--- src/rtl/sd_pkg.sv ---
// Shared definitions for the SD command-line transmitter and its CRC7 engine.
package sd_pkg;

    localparam int FRAME_BITS   = 48;
    localparam int PAYLOAD_BITS = 40;

    // x^7 + x^3 + 1; bit 7 is the implicit leading term.
    localparam logic [7:0] CRC7_POLY = 8'h89;

    typedef enum logic [2:0] {
        ST_IDLE,
        ST_CRC_LOAD,
        ST_CRC_WAIT,
        ST_SEND,
        ST_FINISH
    } state_t;

    // Standard command indices.
    localparam logic [5:0] CMD0  = 6'd0;
    localparam logic [5:0] CMD8  = 6'd8;
    localparam logic [5:0] CMD17 = 6'd17;

endpackage

--- src/rtl/crc7.sv ---
// Bit-serial CRC7 over a WIDTH-bit word, MSB first, one bit per clock.
// crc_ready falls on the edge that accepts load and rises once the last
// bit has been folded in; it then stays high until the next load.
module crc7
    import sd_pkg::*;
#(
    parameter int WIDTH = PAYLOAD_BITS
) (
    input  logic             clk,
    input  logic             reset,
    input  logic             load,
    input  logic [WIDTH-1:0] data_in,
    output logic [6:0]       crc,
    output logic             crc_ready
);

    localparam int CW = $clog2(WIDTH + 1);

    logic [WIDTH-1:0] shreg;
    logic [CW-1:0]    remaining;
    logic             fb;

    assign fb = shreg[WIDTH-1] ^ crc[6];

    // Shift the captured word through the CRC LFSR, counting bits left.
    always_ff @(posedge clk or posedge reset) begin
        if (reset) begin
            shreg     <= '0;
            remaining <= '0;
            crc       <= '0;
            crc_ready <= 1'b0;
        end else if (load) begin
            shreg     <= data_in;
            remaining <= CW'(WIDTH);
            crc       <= '0;
            crc_ready <= 1'b0;
        end else if (remaining != '0) begin
            shreg     <= {shreg[WIDTH-2:0], 1'b0};
            crc       <= {crc[5:0], 1'b0} ^ (fb ? CRC7_POLY[6:0] : 7'd0);
            remaining <= remaining - CW'(1);
            if (remaining == CW'(1)) begin
                crc_ready <= 1'b1;
            end
        end
    end

endmodule

--- src/rtl/sd_cmd_tx.sv ---
// SD command-line transmitter: builds the 48-bit command frame (with CRC7
// from the crc7 engine) and shifts it out MSB first on bit_en strobes,
// driving the CMD tristate enable.
module sd_cmd_tx
    import sd_pkg::*;
#(
    parameter int TAIL_BITS = 0
) (
    input  logic        clk,
    input  logic        reset,
    input  logic        start,
    input  logic [5:0]  cmd_index,
    input  logic [31:0] argument,
    input  logic        bit_en,
    output logic        busy,
    output logic        done,
    output logic        cmd_out,
    output logic        cmd_oe
);

    localparam logic [5:0] FRAME_CNT = 6'(FRAME_BITS);
    localparam logic [3:0] TAIL_CNT  = 4'(TAIL_BITS);

    state_t                  state;
    state_t                  state_nxt;
    logic [PAYLOAD_BITS-1:0] payload;
    logic [FRAME_BITS-1:0]   frame;
    logic [5:0]              bit_cnt;
    logic [3:0]              tail_cnt;
    logic                    tail_more;
    logic                    crc_load;
    logic [6:0]              crc;
    logic                    crc_ready;

    assign tail_more = (tail_cnt < TAIL_CNT);

    crc7 #(
        .WIDTH (PAYLOAD_BITS)
    ) u_crc7 (
        .clk       (clk),
        .reset     (reset),
        .load      (crc_load),
        .data_in   (payload),
        .crc       (crc),
        .crc_ready (crc_ready)
    );

    // State register.
    always_ff @(posedge clk or posedge reset) begin
        if (reset) begin
            state <= ST_IDLE;
        end else begin
            state <= state_nxt;
        end
    end

    // Next-state logic; busy stays high through the done cycle, so a start
    // coincident with done is not accepted.
    always_comb begin
        state_nxt = state;
        case (state)
            ST_IDLE:     if (start && !busy) state_nxt = ST_CRC_LOAD;
            ST_CRC_LOAD: state_nxt = ST_CRC_WAIT;
            ST_CRC_WAIT: if (crc_ready) state_nxt = ST_SEND;
            ST_SEND:     if (bit_en && (bit_cnt == FRAME_CNT)) state_nxt = ST_FINISH;
            ST_FINISH:   if (bit_en && !tail_more) state_nxt = ST_IDLE;
            default:     state_nxt = ST_IDLE;
        endcase
    end

    // Output decode: the CRC load strobe lasts exactly the CRC_LOAD cycle.
    always_comb begin
        crc_load = 1'b0;
        if (state == ST_CRC_LOAD) begin
            crc_load = 1'b1;
        end
    end

    // Payload/frame capture, serial shifter, counters and registered outputs.
    always_ff @(posedge clk or posedge reset) begin
        if (reset) begin
            busy     <= 1'b0;
            done     <= 1'b0;
            cmd_out  <= 1'b1;
            cmd_oe   <= 1'b0;
            bit_cnt  <= '0;
            tail_cnt <= '0;
            frame    <= '0;
            payload  <= '0;
        end else begin
            done <= 1'b0;
            if (done) begin
                busy <= 1'b0;
            end
            case (state)
                ST_IDLE: begin
                    if (start && !busy) begin
                        payload <= {1'b0, 1'b1, cmd_index, argument};
                        busy    <= 1'b1;
                    end
                end
                ST_CRC_WAIT: begin
                    if (crc_ready) begin
                        frame   <= {payload, crc, 1'b1};
                        bit_cnt <= '0;
                    end
                end
                ST_SEND: begin
                    if (bit_en) begin
                        if (bit_cnt < FRAME_CNT) begin
                            cmd_out <= frame[FRAME_BITS-1];
                            frame   <= {frame[FRAME_BITS-2:0], 1'b0};
                            cmd_oe  <= 1'b1;
                            bit_cnt <= bit_cnt + 6'd1;
                        end else begin
                            tail_cnt <= '0;
                        end
                    end
                end
                ST_FINISH: begin
                    if (bit_en) begin
                        cmd_out <= 1'b1;
                        if (tail_more) begin
                            cmd_oe   <= 1'b1;
                            tail_cnt <= tail_cnt + 4'd1;
                        end else begin
                            cmd_oe <= 1'b0;
                            done   <= 1'b1;
                        end
                    end
                end
                default: ;
            endcase
        end
    end

endmodule

--- config.mk ---
export PLATFORM = sky130hd
export DESIGN_NAME = sd_cmd_tx
export DESIGN_NICKNAME = d
export VERILOG_FILES = /design/src/rtl/sd_pkg.sv /design/src/rtl/crc7.sv /design/src/rtl/sd_cmd_tx.sv
export SDC_FILE = /design/constraint.sdc
export NUM_CORES = 1
export LEC_CHECK = 0
export BUFFER_PORTS_ARGS = -buffer_cell sky130_fd_sc_hd__buf_2
export CORE_ASPECT_RATIO = 0.9
export CORE_MARGIN = 4
export CORE_UTILIZATION = 40
export CTS_CLUSTER_SIZE = 30
export DETAILED_ROUTE_END_ITERATION = 7
export HOLD_SLACK_MARGIN = 0.12
export PLACE_DENSITY_LB_ADDON = 0.08
export SYNTH_ARGS = -nofsm -noshare
export SYNTH_HDL_FRONTEND = slang
export SYNTH_SLANG_ARGS = --single-unit
--- constraint.sdc ---
create_clock -name clk -period 4.6 [get_ports clk]
set_input_delay 0.46 -clock clk [delete_from_list [all_inputs] [get_ports clk]]
set_output_delay 0.46 -clock clk [all_outputs]
set_load 0.02 [all_outputs]
**After elaboration in Yosys (flattened, before gate mapping)**

Cells that the tools add are included.

- Flip-flop bits (word level): 158
- Bits of input ports: 42
- Output and inout bits: 4
- Logic and storage cells: 96

- Add/sub/neg operators: 3
- Magnitude comparators: 2
- Equal/unequal tests: 15
- Mux-type cells: 44
- Bitwise gates (word level): 2
- Reductions and logical operators: 17

Operator list:

| operator | count |
|---|---|
| $mux W48 | 3 |
| $pmux W48 S2 | 1 |
| $mux W40 | 2 |
| $mux W6 | 5 |
| $mux W4 | 5 |
| $mux W1 | 17 |
| $ne A2 B2 Y1 const B | 8 |
| $pmux W3 S5 | 1 |
| $mux W7 | 2 |
| $mux W3 | 4 |
| $pmux W6 S2 | 1 |
| $reduce_and A4 Y1 | 3 |
| $pmux W4 S2 | 1 |
| $reduce_bool A2 Y1 | 4 |
| $xor A7 B7 Y7 | 1 |
| $add A6 B1 Y6 const B | 1 |
| $eq A3 B2 Y1 const B | 2 |
| $eq A6 B1 Y1 const B | 1 |
| $eq A6 B6 Y1 const B | 1 |
| $lt A6 B6 Y1 const B | 1 |
| $reduce_bool A6 Y1 | 1 |
| $sub A6 B1 Y6 const B | 1 |
| $reduce_and A5 Y1 | 1 |
| $add A4 B1 Y4 const B | 1 |
| other kinds (10) | 15 |

**Logic depth before layout (Yosys ltp)**

- Depth after elaboration: 5
- Gate-level depth with buffers: 7
- Depth with buffers taken out: 5

**Modules after synthesis**

From an unflattened synthesis, not the netlist that was laid out.

- Cell total of the unflattened synthesis: 563
- Area total of the unflattened synthesis: 7556.0 um^2

Modules (own cells, without submodules):

| module | instances | cells an instance | area an instance (um^2) | sequential area each (um^2) |
|---|---|---|---|---|
| sd_cmd_tx | 1 | 308 | 4809.6 | 2503.7 |
| crc7 | 1 | 255 | 2746.4 | 1351.3 |

**Worst setup path before layout**

OpenSTA, ideal clock, no wires.

- Kind: register -> register
- Start: reg u_crc7.remaining[0]
- End: reg u_crc7.shreg[14]
- Library setup time: 0.077 ns
- Arrival time: 1.638 ns
- Data required time: 4.523 ns
- Slack: 2.885 ns
- Stages on the path, launching flop included: 8
- Path buffers: 2
- Period minus slack after synthesis: 1.715 ns
- Cell sequence: dfrtp_1 inv_1 ha_1 nor2b_1 clkbuf_1 buf_1 a31oi_1 a21oi_1

- Cells in the longest elaborated chain, start to end: 2

RTL lines:

| item | RTL line | text |
|---|---|---|
| from (decl) | crc7.sv:20 | `logic [CW-1:0] remaining;` |
| from (signal assigned) | crc7.sv:34 | `remaining <= CW'(WIDTH);` |
| from (signal assigned) | crc7.sv:40 | `remaining <= remaining - CW'(1);` |
| $reduce_bool A6 Y1 | crc7.sv:37 | `end else if (remaining != '0) begin` |
| $reduce_bool A2 Y1 (no line) | - |  |
| to (signal assigned) | crc7.sv:33 | `shreg <= data_in;` |
| to (signal assigned) | crc7.sv:38 | `shreg <= {shreg[WIDTH-2:0], 1'b0};` |
| to (decl) | crc7.sv:19 | `logic [WIDTH-1:0] shreg;` |

No other way between the ends.
A chain may end at the register's enable or synchronous reset.

**Worst setup path after layout**

- Start: reg state[2]
- End: reg frame[11]

- Cells in the longest elaborated chain, start to end: 3
- Elaborated cells between the ends (all ways): 8
- Those cells by class: 5 x eq/ne; 1 x mux; 2 x reduce/logical

RTL lines:

| item | RTL line | text |
|---|---|---|
| from (decl) | sd_cmd_tx.sv:24 | `state_t state;` |
| from (signal assigned) | sd_cmd_tx.sv:53 | `state <= state_nxt;` |
| $eq A3 B2 Y1 | sd_cmd_tx.sv:95 | `case (state)` |
| $ne A2 B2 Y1 (no line) (tied with other cells) | - |  |
| $reduce_and A4 Y1 (no line) | - |  |
| to (signal assigned) | sd_cmd_tx.sv:104 | `frame <= {payload, crc, 1'b1};` |
| to (signal assigned) | sd_cmd_tx.sv:112 | `frame <= {frame[FRAME_BITS-2:0], 1'b0};` |
| to (decl) | sd_cmd_tx.sv:27 | `logic [FRAME_BITS-1:0] frame;` |

Parallel ways exist; a longest one is shown, timed or not.

==> metrics.yaml <==
critical_path:
  critPathCaptureType: "register"
  worst_r2r_setup_slack_ns: 1.69
  worst-path-max-fanout: 39
  cp_slowest_cell: "sky130_fd_sc_hd__nand4bb_1"
  worst_setup_path_start_kind: "register"
  crit-reg2reg-launch: "state[2]$_DFFE_PP0P_"
  critPathMaxStageDelay_ns: 0.78
  timing.critical_path.depth: 4
  cpLargestDelayFamily: "simple AND/OR/NAND/NOR gates"
  regToRegEndpoint: "frame[11]$_DFFE_PP0P_"
  crit_buf_inv: 1
  setup.worst_path.end: "frame[11]$_DFFE_PP0P_"
  worst_setup_path_startpoint: "state[2]$_DFFE_PP0P_"
  worstSetupPathType: "reg2reg"
  cp_cell_sequence: "nand4bb_1 -> o21ai_4 -> buf_4 -> mux2_2"
  ff2ff_path_depth: 4
  required_worst_endpoint_ns: 4.91
  worst_ep_arrival_time_ns: 3.22
floorplanning:
  die_y_um: 135
  floorplan.core_area_um2: 17600
  fp-row-count: 46
  die-area_um2: 20100
  initial_core_util_pct: 40.6
  io_pins: 46
  die_width_um: 149
synth:
  syn_avg_cell_area_um2: 11.9
  post_synth_arst_share_pct: 100
  synthesis.area_um2: 7150
  number_of_synthesis_warnings: 0
  register_area_share_after_synthesis_pct: 53.9
  synth_nets: 649
  synth_top_cell_area_share_pct: 53.5
  synth_edf_count: 0
  post_synth_main_area_contributors: "sky130_fd_sc_hd__dfrtp_1 54%, sky130_fd_sc_hd__mux2_2 12%, sky130_fd_sc_hd__mux2_4 6.3%, sky130_fd_sc_hd__a31oi_1 3.5%, sky130_fd_sc_hd__a21oi_1 3.4%"
  synth_cell_types: 53
  number_of_flip_flops_and_latches_in_the_synthesized_netlist: 154
  syn_inst: 602
  synth_flop_cell: "sky130_fd_sc_hd__dfrtp_1"
  yosys.area.top_type: "sky130_fd_sc_hd__dfrtp_1"
layout:
  drive_above_1_share_pct: 31.7
  antennaDiodeCount: 0
  final_net_count: 669
  final_design_area_no_fill_um2: 8120
  areaGrowthSynthToFinish_pct: 13.6
  fillers: 1671
timing:
  post-route-worst-setup-slack_ns: 1.69
  min_period_ns: 2.91
  final.setup_skew_ns: 0.00809
  setup_viol: 0
  hold_viol: 0
  max-slew-margin-rel_pct: 33.0
  rsz0062_at_grt: "false"
  timing_max_transition_violations_final: 0
  tightest_slew_ns: 1.01
  timing.setup.tns_ns: 0
  layout_worst_path_cycle_share_pct: 63.2
  max_freq_ghz: 0.344
global_routing:
  global_route_congestion_overflow_total: 0
  grt.total_usage_pct: 15.7
  antenna_found_initial: 0
  grt_pass1_vias: 4759
  grt_start_max_net_pins: 155
  first_pass_grt_wire_length_um: 25200
power_and_ir_drop:
  power_density_nw_per_um2: 615
  p_leak_nw: 3.68
  max-vdd-ir-drop_mv: 0.290
placement:
  postPlaceCellArea_um2: 7510
  io_buffer_count: 45
  gp_congestion: 0.717
  placement.setup.worst_slack_ns: 1.69
  hpwl_um: 8490
route:
  wire_length_on_met2_um: 7120
  met3_wirelength_um: 610
  vias_per_cell: 5.49
  final_antenna_net_count: 0
  drt_first_iter_violations: 237
  vias: 4806
  drt_first_pass_iters: 4
  drt_drc_violations_left: 0
  top_layer: "met4"
  met1_length_um: 7080
  post_drt_wl_per_cell_um: 17.1
  drt-total-wl_um: 15000
clock_tree:
  resized_after_cts: 0
  postCtsHoldBufs: 0
  number_of_clock_buffers_inserted_by_tritoncts: 17
  cts-root-buf: "sky130_fd_sc_hd__clkbuf_16"
  htree_levels: 4
  clock_latency_ns: 0.42
  clockBufferDepth: 2
  clock_tree_from_tritoncts: "yes"
  worst_setup_hold_path_clk_slew_ns: 0.06
  cts.repair_timing.setup_buffer_count: 0
  cts_sinks: 154
outcome:
  outcome: "finished clean"
min_path:
  hold_path_class: "in2async"
flow_run:
  max_cap_viol_count: 0
## cells in the mapped netlist (8+ instances only)
cell / number
sky130_fd_sc_hd__clkbuf_1: 25
sky130_fd_sc_hd__inv_1: 8
sky130_fd_sc_hd__nand2_1: 10
sky130_fd_sc_hd__a31oi_1: 40
sky130_fd_sc_hd__buf_2: 15
sky130_fd_sc_hd__dfrtp_1: 153
sky130_fd_sc_hd__o21a_1: 10
sky130_fd_sc_hd__nand3_1: 10
sky130_fd_sc_hd__o32a_1: 10
sky130_fd_sc_hd__mux2_2: 75
sky130_fd_sc_hd__a21oi_1: 49
sky130_fd_sc_hd__mux2_4: 30
sky130_fd_sc_hd__o21ai_0: 47
sky130_fd_sc_hd__nor2_1: 43
## final cells by class
| type | count | area (um^2) | share of cell area (%) |
|---|---|---|---|
| sequential | 154 | 3850 | 47.5 |
| timing repair buffer | 51 | 283 | 3.48 |
| clock inverter | 10 | 140 | 1.73 |
| multi-input combinational | 390 | 3040 | 37.4 |
| clock buffer | 22 | 474 | 5.84 |
| tap | 240 | 300 | 3.70 |
| inverter | 8 | 33.8 | 0.416 |
## how the worst min path moves through the flow
stage	startpoint	to	slack, ns
finish	reset	u_crc7.remaining[2]$_DFFE_PP0P_	0.20
global route	argument[4]	payload[4]$_DFFE_PP0P_	0.24
CTS	argument[4]	payload[4]$_DFFE_PP0P_	0.24
detailed placement	frame[34]$_DFFE_PP0P_	frame[34]$_DFFE_PP0P_	0.48
global placement	frame[39]$_DFFE_PP0P_	frame[39]$_DFFE_PP0P_	0.47
floorplan	frame[0]$_DFFE_PP0P_	frame[0]$_DFFE_PP0P_	0.45
## placed cells by master, fill, tap and decap left out, types with 3 or more instances in the layout
cell	count
sky130_fd_sc_hd__a21oi_1	49
sky130_fd_sc_hd__mux2_2	75
sky130_fd_sc_hd__inv_1	7
sky130_fd_sc_hd__dfrtp_1	153
sky130_fd_sc_hd__a31oi_1	40
sky130_fd_sc_hd__nor2_1	43
sky130_fd_sc_hd__buf_4	5
sky130_fd_sc_hd__o32a_1	10
sky130_fd_sc_hd__mux2_1	3
sky130_fd_sc_hd__o21a_1	10
sky130_fd_sc_hd__clkbuf_8	3
sky130_fd_sc_hd__nor3_1	5
sky130_fd_sc_hd__mux2i_1	6
sky130_fd_sc_hd__nand3_1	10
sky130_fd_sc_hd__clkinvlp_4	4
sky130_fd_sc_hd__nand2_1	10
sky130_fd_sc_hd__ha_1	5
sky130_fd_sc_hd__buf_2	45
sky130_fd_sc_hd__bufinv_16	3
sky130_fd_sc_hd__mux2_4	30
sky130_fd_sc_hd__o21ai_0	47
sky130_fd_sc_hd__a211oi_1	4
sky130_fd_sc_hd__clkbuf_16	17
## sequential cells by signal (all words and copies together), names as in the netlist
register and count:
u_crc7.shreg 40, busy 1, frame 48, u_crc7.remaining 6
u_crc7.crc 7, bit_cnt 6, u_crc7.crc_ready 1, payload 39
cmd_oe 1, cmd_out 1, done 1, state 3
## layer usage
layer / track usage [%] / vias up
li1: - / 2233
met3: 3.99 / 14
met5: 0 / -
met2: 24.5 / 101
met1: 21.8 / 2458
met4: 4.27 / 0
## power breakdown
part / total, mW / internal (mW) / switching [mW] / leakage, nW
registers: 2.04 / 1.76 / 0.276 / 1.96
logic: 1.50 / 0.757 / 0.748 / 1.43
clock network: 1.45 / 0.898 / 0.555 / 0.293
## stage by stage
stage / hold slack (ns) / power (mW) / std cells / util (%)
global route: 0.244 / 5.30 / 875 / 46.1
CTS: 0.237 / 5.05 / 875 / 46.1
finish: 0.197 / 5.00 / 875 / 46.1
detailed placement: 0.481 / 3.57 / 843 / 42.6
floorplan: 0.450 / 3.25 / 602 / -
global placement: 0.474 / 3.52 / 843 / 42.6
## worst reg2reg max path, cell delays in order, from the launching register on
cell	delay, ns
sky130_fd_sc_hd__dfrtp_1	0.54
sky130_fd_sc_hd__nand4bb_1	0.78
sky130_fd_sc_hd__o21ai_4	0.47
sky130_fd_sc_hd__buf_4	0.58
sky130_fd_sc_hd__mux2_2	0.44
## cell families after synthesis
kind of cell / count (synthesis) / share of synthesized area (%)
flip-flops: 154 / 53.9
multiplexers: 114 / 19.4
XOR/XNOR: 3 / 0.367
AO/OA/AOI/OAI: 175 / 14.8
buffers and inverters: 58 / 4.09
AND/OR/NAND/NOR: 93 / 6.58
adder cells (fa/ha/maj): 5 / 0.875
Note: power is estimated with default switching activity, not from simulation.
